## src/rtl/fpadd_rr_sched_if.sv

```systemverilog
// Request/adder/response bundle between client engines, the round-robin
// scheduler and the shared FP32 adder.
interface fpadd_rr_sched_if #(
    parameter int unsigned N = 4
);
    localparam int unsigned DW = 32;

    logic [N-1:0]    req_valid;
    logic [DW*N-1:0] req_a;
    logic [DW*N-1:0] req_b;
    logic [N-1:0]    req_ready;
    logic [DW-1:0]   add_a;
    logic [DW-1:0]   add_b;
    logic [DW-1:0]   add_out;
    logic [N-1:0]    resp_valid;
    logic [DW-1:0]   resp_data;
    logic [N-1:0]    busy;

    // Environment side: clients plus the adder result.
    modport master (
        output req_valid, req_a, req_b, add_out,
        input  req_ready, add_a, add_b, resp_valid, resp_data, busy
    );

    // Scheduler side.
    modport slave (
        input  req_valid, req_a, req_b, add_out,
        output req_ready, add_a, add_b, resp_valid, resp_data, busy
    );
endinterface

```

## src/rtl/fpadd_rr_sched.sv

```systemverilog
// Round-robin scheduler sharing one pipelined FP32 adder among N requesters.
// Optional per-requester grant and idle counters when FPADD_SCHED_PERF_EN is defined.
module fpadd_rr_sched #(
    parameter int unsigned N   = 4,
    parameter int unsigned LAT = 2,
    parameter int unsigned IDW = 2
) (
    input  logic                   clk,
    input  logic                   reset,
    fpadd_rr_sched_if.slave        bus
`ifdef FPADD_SCHED_PERF_EN
    ,
    output logic [16*N-1:0]        grant_cnt,
    output logic [15:0]            idle_cnt
`endif
);
    localparam int unsigned DW  = 32;
    localparam int unsigned CW  = 16;
    localparam logic [CW-1:0] CNT_MAX = '1;

    if (IDW != $clog2(N)) begin : g_bad_idw
        $error("fpadd_rr_sched: IDW must equal clog2(N)");
    end

    logic [IDW-1:0] rr_ptr_q, rr_ptr_d;
    logic [N-1:0]   busy_q, busy_d;
    logic [LAT:0]   tag_vld_q, tag_vld_d;
    logic [IDW-1:0] tag_id_q [LAT+1];
    logic [IDW-1:0] tag_id_d [LAT+1];
    logic [DW-1:0]  add_a_q, add_a_d;
    logic [DW-1:0]  add_b_q, add_b_d;
    logic           reset_dly_q, reset_dly_d;

    logic           block_c;
    logic [N-1:0]   eligible_c;
    logic           grant_vld_c;
    logic [IDW-1:0] grant_id_c;
    logic [N-1:0]   grant_c;
    logic           resp_fire_c;
    logic [N-1:0]   resp_valid_c;

    // No grants or responses while reset is held or in the first cycle after it.
    assign block_c    = reset | reset_dly_q;
    assign eligible_c = bus.req_valid & ~busy_q;

    // Round-robin search starting at rr_ptr, wrapping N-1 -> 0.
    always_comb begin
        logic [IDW-1:0] idx;
        grant_vld_c = 1'b0;
        grant_id_c  = '0;
        grant_c     = '0;
        idx         = '0;
        for (int unsigned k = 0; k < N; k++) begin
            idx = IDW'((32'(rr_ptr_q) + k) % N);
            if (!grant_vld_c && eligible_c[idx]) begin
                grant_vld_c = 1'b1;
                grant_id_c  = idx;
            end
        end
        if (block_c) begin
            grant_vld_c = 1'b0;
        end
        if (grant_vld_c) begin
            grant_c[grant_id_c] = 1'b1;
        end
    end

    // Last tag stage is aligned with the adder result.
    always_comb begin
        resp_fire_c  = tag_vld_q[LAT] & ~block_c;
        resp_valid_c = '0;
        if (resp_fire_c) begin
            resp_valid_c[tag_id_q[LAT]] = 1'b1;
        end
    end

    always_comb begin
        rr_ptr_d    = rr_ptr_q;
        busy_d      = busy_q;
        add_a_d     = add_a_q;
        add_b_d     = add_b_q;
        reset_dly_d = reset;
        tag_vld_d   = {tag_vld_q[LAT-1:0], grant_vld_c};
        tag_id_d[0] = grant_id_c;
        for (int unsigned s = 1; s <= LAT; s++) begin
            tag_id_d[s] = tag_id_q[s-1];
        end
        if (resp_fire_c) begin
            busy_d[tag_id_q[LAT]] = 1'b0;
        end
        if (grant_vld_c) begin
            add_a_d            = bus.req_a[DW*32'(grant_id_c) +: DW];
            add_b_d            = bus.req_b[DW*32'(grant_id_c) +: DW];
            busy_d[grant_id_c] = 1'b1;
            rr_ptr_d           = (grant_id_c == IDW'(N-1)) ? '0 : grant_id_c + IDW'(1);
        end
    end

    always_ff @(posedge clk) begin
        reset_dly_q <= reset_dly_d;
        if (reset) begin
            rr_ptr_q  <= '0;
            busy_q    <= '0;
            tag_vld_q <= '0;
            tag_id_q  <= '{default: '0};
            add_a_q   <= '0;
            add_b_q   <= '0;
        end else begin
            rr_ptr_q  <= rr_ptr_d;
            busy_q    <= busy_d;
            tag_vld_q <= tag_vld_d;
            tag_id_q  <= tag_id_d;
            add_a_q   <= add_a_d;
            add_b_q   <= add_b_d;
        end
    end

    assign bus.req_ready  = grant_c;
    assign bus.add_a      = add_a_q;
    assign bus.add_b      = add_b_q;
    assign bus.resp_valid = resp_valid_c;
    assign bus.resp_data  = bus.add_out;
    assign bus.busy       = busy_q;

`ifdef FPADD_SCHED_PERF_EN
    logic [CW-1:0] grant_cnt_q [N];
    logic [CW-1:0] grant_cnt_d [N];
    logic [CW-1:0] idle_cnt_q, idle_cnt_d;

    // Saturating grant and stall counters.
    always_comb begin
        for (int unsigned i = 0; i < N; i++) begin
            grant_cnt_d[i] = grant_cnt_q[i];
            if (grant_c[i] && (grant_cnt_q[i] != CNT_MAX)) begin
                grant_cnt_d[i] = grant_cnt_q[i] + CW'(1);
            end
        end
        idle_cnt_d = idle_cnt_q;
        if ((|bus.req_valid) && !grant_vld_c && (idle_cnt_q != CNT_MAX)) begin
            idle_cnt_d = idle_cnt_q + CW'(1);
        end
    end

    always_ff @(posedge clk) begin
        if (reset) begin
            grant_cnt_q <= '{default: '0};
            idle_cnt_q  <= '0;
        end else begin
            grant_cnt_q <= grant_cnt_d;
            idle_cnt_q  <= idle_cnt_d;
        end
    end

    for (genvar g = 0; g < int'(N); g++) begin : g_cnt_out
        assign grant_cnt[CW*g +: CW] = grant_cnt_q[g];
    end
    assign idle_cnt = idle_cnt_q;
`else
    logic unused_perf_c;
    assign unused_perf_c = ^{CNT_MAX};
`endif

endmodule

```

## src/flat_wrapper.sv

```systemverilog
// flat-port wrapper written by rule: the top's interface ports become plain ports
module fpadd_rr_sched_flat 
#(
    parameter int unsigned N   = 4,
    parameter int unsigned LAT = 2,
    parameter int unsigned IDW = 2
)
  (clk, reset, bus_req_valid, bus_req_a, bus_req_b, bus_add_out, bus_req_ready, bus_add_a, bus_add_b, bus_resp_valid, bus_resp_data, bus_busy);
  fpadd_rr_sched_if #(.N(N)) bus_i ();
  input  logic clk;
  input  logic reset;
  input wire logic [$bits(bus_i.req_valid)-1:0] bus_req_valid;
  input wire logic [$bits(bus_i.req_a)-1:0] bus_req_a;
  input wire logic [$bits(bus_i.req_b)-1:0] bus_req_b;
  input wire logic [$bits(bus_i.add_out)-1:0] bus_add_out;
  output wire logic [$bits(bus_i.req_ready)-1:0] bus_req_ready;
  output wire logic [$bits(bus_i.add_a)-1:0] bus_add_a;
  output wire logic [$bits(bus_i.add_b)-1:0] bus_add_b;
  output wire logic [$bits(bus_i.resp_valid)-1:0] bus_resp_valid;
  output wire logic [$bits(bus_i.resp_data)-1:0] bus_resp_data;
  output wire logic [$bits(bus_i.busy)-1:0] bus_busy;
  assign bus_i.req_valid = bus_req_valid;
  assign bus_i.req_a = bus_req_a;
  assign bus_i.req_b = bus_req_b;
  assign bus_i.add_out = bus_add_out;
  assign bus_req_ready = bus_i.req_ready;
  assign bus_add_a = bus_i.add_a;
  assign bus_add_b = bus_i.add_b;
  assign bus_resp_valid = bus_i.resp_valid;
  assign bus_resp_data = bus_i.resp_data;
  assign bus_busy = bus_i.busy;
  fpadd_rr_sched #(.N(N), .LAT(LAT), .IDW(IDW)) u_core (.clk(clk), .reset(reset), .bus(bus_i));
endmodule
```

## config.mk

```make
export PLATFORM = sky130hd
export DESIGN_NAME = fpadd_rr_sched_flat
export DESIGN_NICKNAME = d
export VERILOG_FILES = /design/src/rtl/fpadd_rr_sched_if.sv /design/src/rtl/fpadd_rr_sched.sv /design/src/flat_wrapper.sv
export SDC_FILE = /design/constraint.sdc
export NUM_CORES = 1
export LEC_CHECK = 0
export ABC_AREA = 1
export BUFFER_PORTS_ARGS = -buffer_cell sky130_fd_sc_hd__buf_2
export CAP_MARGIN = 20
export CORE_AREA = 10 10 150 152
export CTS_CLUSTER_DIAMETER = 150
export DETAILED_ROUTE_END_ITERATION = 16
export DIE_AREA = 0 0 160 162
export GPL_TIMING_DRIVEN = 0
export PLACE_DENSITY = 0.72
export SLEW_MARGIN = 20
export SYNTH_ARGS = -nofsm -noshare
export SYNTH_HDL_FRONTEND = slang
export SYNTH_SLANG_ARGS = --single-unit
export TNS_END_PERCENT = 10
```

## constraint.sdc

```tcl
create_clock -name clk -period 1.8 [get_ports clk]
set_input_delay 0.27 -clock clk [delete_from_list [all_inputs] [get_ports clk]]
set_output_delay 0.27 -clock clk [all_outputs]
set_load 0.02 [all_outputs]
```

# Word level (Yosys, flattened, before mapping)
# Cells that the tools add are included.
# classes
add_sub_neg	4
order_cmp	8
eq_ne	1
shift	2
n_mux	26
bitwise	8
reduce_logical	8
# ops
operator	n
128-bit by 8-bit indexed part select with 32-bit output	2
2-bit by 3-bit < comparator with 1-bit output, second input constant	6
4-bit 2-to-1 mux	4
1-bit 2-to-1 mux	11
2-bit 2-to-1 mux	5
4-bit bitwise AND	2
1-bit binary-select mux with 2-bit select	4
4-bit inverter	2
1-bit logical AND	5
2-bit by 1-bit adder with 2-bit output, second input constant	2
2-bit adder, second input constant	2
1-bit demux with 2-bit select	2
2-bit by 1-bit >= comparator with 1-bit output, second input constant	2
4-bit bitwise OR	1
1-bit logical NOT	3
2-bit equality test, second input constant	1
1-bit bitwise AND	1
1-bit inverter	1
1-bit bitwise OR	1
# totals
regBits	80
out_inout_bits	108
wordCells	66

# Longest topological paths before layout
# logic_depth
word_depth	20
mapped_depth	17

# Worst setup path before layout
# OpenSTA, ideal clock, no wires.
# synth_path
path_type	register -> output
startpoint	register u_core.busy_q[2] (netlist: u_core.bus.busy[2])
endpoint	output bus_req_ready[2]
arrival_time_ps	1718
setup_slack_ps	-188
path_stages_with_launch	13
path_cell_list	dfxtp_1 inv_1 nand3_1 nand3_1 nand2_2 nand4_1 nand2_1 nand2_2 buf_6 buf_6 ha_1 nand2_1 inv_1
# synth_between
elab_chain_cells	19
word_cells_on_any_way	31
# synth_lines
item	line	source
start, declared	fpadd_rr_sched.sv:26	logic [N-1:0] busy_q, busy_d;
start signal, assigned	fpadd_rr_sched.sv:110	busy_q <= busy_d;
4-bit inverter (*)	fpadd_rr_sched.sv:44	assign eligible_c = bus.req_valid & ~busy_q;
4-bit bitwise AND (*)	fpadd_rr_sched.sv:44	
1-bit binary-select mux with 2-bit select	fpadd_rr_sched.sv:55	if (!grant_vld_c && eligible_c[idx]) begin
1-bit 2-to-1 mux (implied by the code)	fpadd_rr_sched.sv:55	
1-bit 2-to-1 mux	fpadd_rr_sched.sv:55	
1-bit logical NOT	fpadd_rr_sched.sv:55	
1-bit logical AND	fpadd_rr_sched.sv:55	
1-bit 2-to-1 mux	fpadd_rr_sched.sv:55	
(+3 left out)	-	
1-bit logical NOT	fpadd_rr_sched.sv:55	
1-bit logical AND	fpadd_rr_sched.sv:55	
2-bit 2-to-1 mux	fpadd_rr_sched.sv:55	
2-bit by 3-bit < comparator with 1-bit output (implied by the code) / 2-bit by 1-bit >= comparator with 1-bit output (equally long branches)	fpadd_rr_sched.sv:64	grant_c[grant_id_c] = 1'b1;
1-bit logical AND (implied by the code)	fpadd_rr_sched.sv:64	
1-bit 2-to-1 mux (implied by the code)	fpadd_rr_sched.sv:64	
1-bit demux with 2-bit select	-	
4-bit 2-to-1 mux (*)	fpadd_rr_sched.sv:63	if (grant_vld_c) begin
end, declared	flat_wrapper.sv:16	output wire logic [$bits(bus_i.req_ready)-1:0] bus_req_ready;
# Mark *: on every way between the ends. The rest lies on a longest branch, timed or not. The select of a mux whose other input is x is not followed.

# Final worst setup path
# layout_path
startpoint	register u_core.rr_ptr_q[0]
endpoint	output bus_req_ready[1]
# layout_between
elab_chain_cells	17
word_cells_on_any_way	32
# layout_lines
item	line	source
start, declared	fpadd_rr_sched.sv:25	logic [IDW-1:0] rr_ptr_q, rr_ptr_d;
start signal, assigned	fpadd_rr_sched.sv:109	rr_ptr_q <= rr_ptr_d;
parallel branches: the longest is 16 deep, another holds 2-bit by 3-bit < comparator with 1-bit output	-	
4-bit 2-to-1 mux (*)	fpadd_rr_sched.sv:63	
# Mark *: on every way between the ends. The select of a mux whose other input is x is not followed.

==> impl_metrics.ini <==
[run_status]
status = complete, but fails checks
violations = setup timing

[timing]
hold_viol = 0
worst_slack_ns = -0.635
timing.final.crit_share_pct = 135
rsz0062_at_grt = true
skew_ns = 0.00869
worst_slew_pin_slew_ns = 0.740
setup-violations-final = 73
max_freq_ghz = 0.411
min_period_ns = 2.44
slew_headroom_pct = 50.7
finalMaxSlewViolations = 0

[floorplanning]
start_util_pct = 32.1
die_area_um2 = 25900
core_um2 = 19400
dieWidth_um = 160
ios = 402
rows = 51
die_h_um = 162

[cells_and_area]
drive_gt1_share_pct = 36.2
stdcell_count = 1801
antennaDiodeCount = 0
nets = 1826
fillCellCount = 2122
area_growth_syn_to_layout_pct = 49.2

[grt]
grt_pass1_vias = 8255
antenna_found_initial = 1
grt.overflow.total = 0
grt_use_total_pct = 21.9
grt_pass1_wl_um = 45700
grt_max_degree = 15

[pwr]
p_leak_nw = 5.83
p_switching_mw = 7.16
p_sw_share_pct = 51.0
p_comb_share_pct = 66.6
intPower_mw = 6.88
p_per_area_nw_per_um2 = 1510
pwr-share-clk_pct = 13.9
pwr-share-seq_pct = 19.5
vdd_drop_max_v = 0.000718

[placed_design]
hpwl_um = 24300
place_inst = 1767
io_buffer_count = 369
post-place-ws_ns = -0.598
gp_congestion = 0.900

[synth]
yosysWarnings = 0
synth_top_area_share_pct = 28.8
synth_cells = 1133
synth_area_um2 = 6230
syn_area_per_cell_um2 = 5.50
synth_seq_cells = 80
synth_cell_types = 21
syn_nets = 1428
synth.area.top_cells = nand2_1 (29%), dfxtp_1 (26%), nand3_1 (22%), inv_1 (8.8%), buf_4 (5.3%)
ys_seq_area_share_pct = 25.7
synth_top_cell_by_area = nand2_1

[routing]
wl_per_cell_um = 17.0
antenna_left = 0
first_iter_violations = 723
vias = 8466
firstDrtPassIters = 5
wirelength_um = 30600
vias_per_cell = 4.70
drc_errors = 0

[clock_network]
cts-root-buf = clkbuf_16
insertion_delay_ns = 0.34
ctsLongestPathBuffers = 2
numClockSinks = 80
clkSlewWorstSetupHoldPaths_ns = 0.06
cts_tree = done
cts_hold_buf = 0
htreeDepth = 3
cts_buffers = 9

[worst_setup_path]
arrival_ns = 2.17
worstPathRequired_ns = 1.53
path_class = flop to primary output
reg2reg_setup_slack_ns = -0.43
end_kind = primary output
critPathMaxFanout = 8
crit_path_start_kind = flop

[worst_hold_path]
min_path_type = input port to flop

[flow_run]
drv_cap = 0
-- area by class of cell --
class                   count  area [um2]  share of cell area, %
repair buffers            387        2020                   21.7
multi-input cells         789        3610                   38.9
plain buffers             112         801                   8.62
flip-flops and latches     80        1610                   17.3
clock buffers              11         253                   2.72
well taps                 265         332                   3.57
inverters                 152         596                   6.41
clock inverters             5        65.1                  0.701
-- path summary, 6_finish.rpt --
kind                     endpoint                from  cells past startpoint
min reg2reg    u_core.tag_id_q[0]  u_core.tag_id_d[0]                      2
max              bus_req_ready[1]  u_core.rr_ptr_q[0]                     15
min            u_core.reset_dly_q               reset                      1
max reg2reg  u_core.bus.add_b[18]  u_core.rr_ptr_q[0]                     15
-- synth_stat cells --
library cell,number
o21ai_1,1
nor2_2,1
nand4_1,1
clkbuf_1,13
buf_2,43
nand2_2,3
inv_4,1
buf_4,44
buf_6,7
a21oi_1,9
ha_1,1
inv_2,5
dfxtp_1,80
nand2_1,478
buf_1,5
inv_1,146
a21o_1,1
nor2_1,14
nand3_1,273
nand3_2,2
o21ai_0,5
-- metrics by stage --
step	TNS [ns]	power (mW)	instance area [um2]	util [%]	hold WS [ns]
floorplan	-0.203	8.41	6300	-	0.298
global placement	-23.91	11.2	8480	43.7	0.389
detailed placement	-29.26	11.3	8480	43.7	0.396
CTS	-20.52	13.9	9110	47.0	0.115
global route	-37.53	15.2	9290	47.9	0.132
finish	-24.69	14.0	9290	47.9	0.139
-- repair_timing --
item                       CTS  global route
setup endpoints to repair   77            77
buffers inserted            13             5
resized for setup           62            31
pin swaps                    9            10
gates cloned                 0             0
-- metal layers --
layer	routed length (um)	vias to the layer above	part of all wire (%)	global-route usage (%)
li1	-	4258	-	-
met1	12900	3765	42	26.7
met2	14700	402	48	37.3
met3	2320	39	7.6	5.43
met4	671	2	2.2	6.72
met5	20	-	0.065	0
-- registers in the layout (all words and copies together), names as in the netlist --
signal and count:
u_core.tag_id_q 2, u_core.bus.add_a 32, u_core.bus.add_b 32, u_core.tag_vld_q 3, u_core.tag_id_d 4, u_core.reset_dly_q 1, u_core.rr_ptr_q 2, u_core.bus.busy 4
-- power by group through the flow --
stage / Combinational, mW / Clock, mW / Sequential (mW)
after detailed placement: 8.53 / 0 / 2.76
final: 9.34 / 1.96 / 2.74
after floorplan: 5.03 / 0 / 3.38
after global placement: 8.48 / 0 / 2.74
after global routing: 10.3 / 2.07 / 2.80
after CTS: 9.13 / 2.00 / 2.74
-- critical path, stage by stage, from the launching register on --
cell      delay (ns)
dfxtp_2         0.33
buf_12          0.14
clkinv_8        0.07
nand2_2         0.07
nand2_4         0.08
nand3_2         0.09
nand2_4         0.10
nand4_1         0.11
nand2_2         0.12
nand2_4         0.07
buf_12          0.13
buf_12          0.13
nor2_1          0.11
nand2_1         0.09
inv_2           0.06
buf_6           0.11
-- cells by family after synthesis --
group | Yosys count | share of synthesized area, %
DFF | 80 | 25.7
buffers and inverters | 264 | 20.3
AOI/OAI and AO/OA | 16 | 1.33
and+or+nand+nor | 772 | 52.4
adders and majority gates | 1 | 0.201
-- placed cells by master (no fill, tap or decap), types with 2 or more instances in the layout --
cell	n
nand3_4	11
buf_8	3
clkbuf_16	9
nand2_2	11
buf_6	17
nand2_4	4
nor2_1	14
clkinv_4	4
inv_1	142
clkbuf_2	3
clkbuf_1	9
a21oi_2	4
buf_2	396
dfxtp_2	5
a21oi_1	5
inv_4	2
buf_12	3
nand3_1	258
nand2_1	465
clkbuf_8	2
nand3_2	6
buf_4	63
buf_1	5
dfxtp_1	75
inv_2	6
o21ai_0	4
Power figures use the tool's default switching activity.
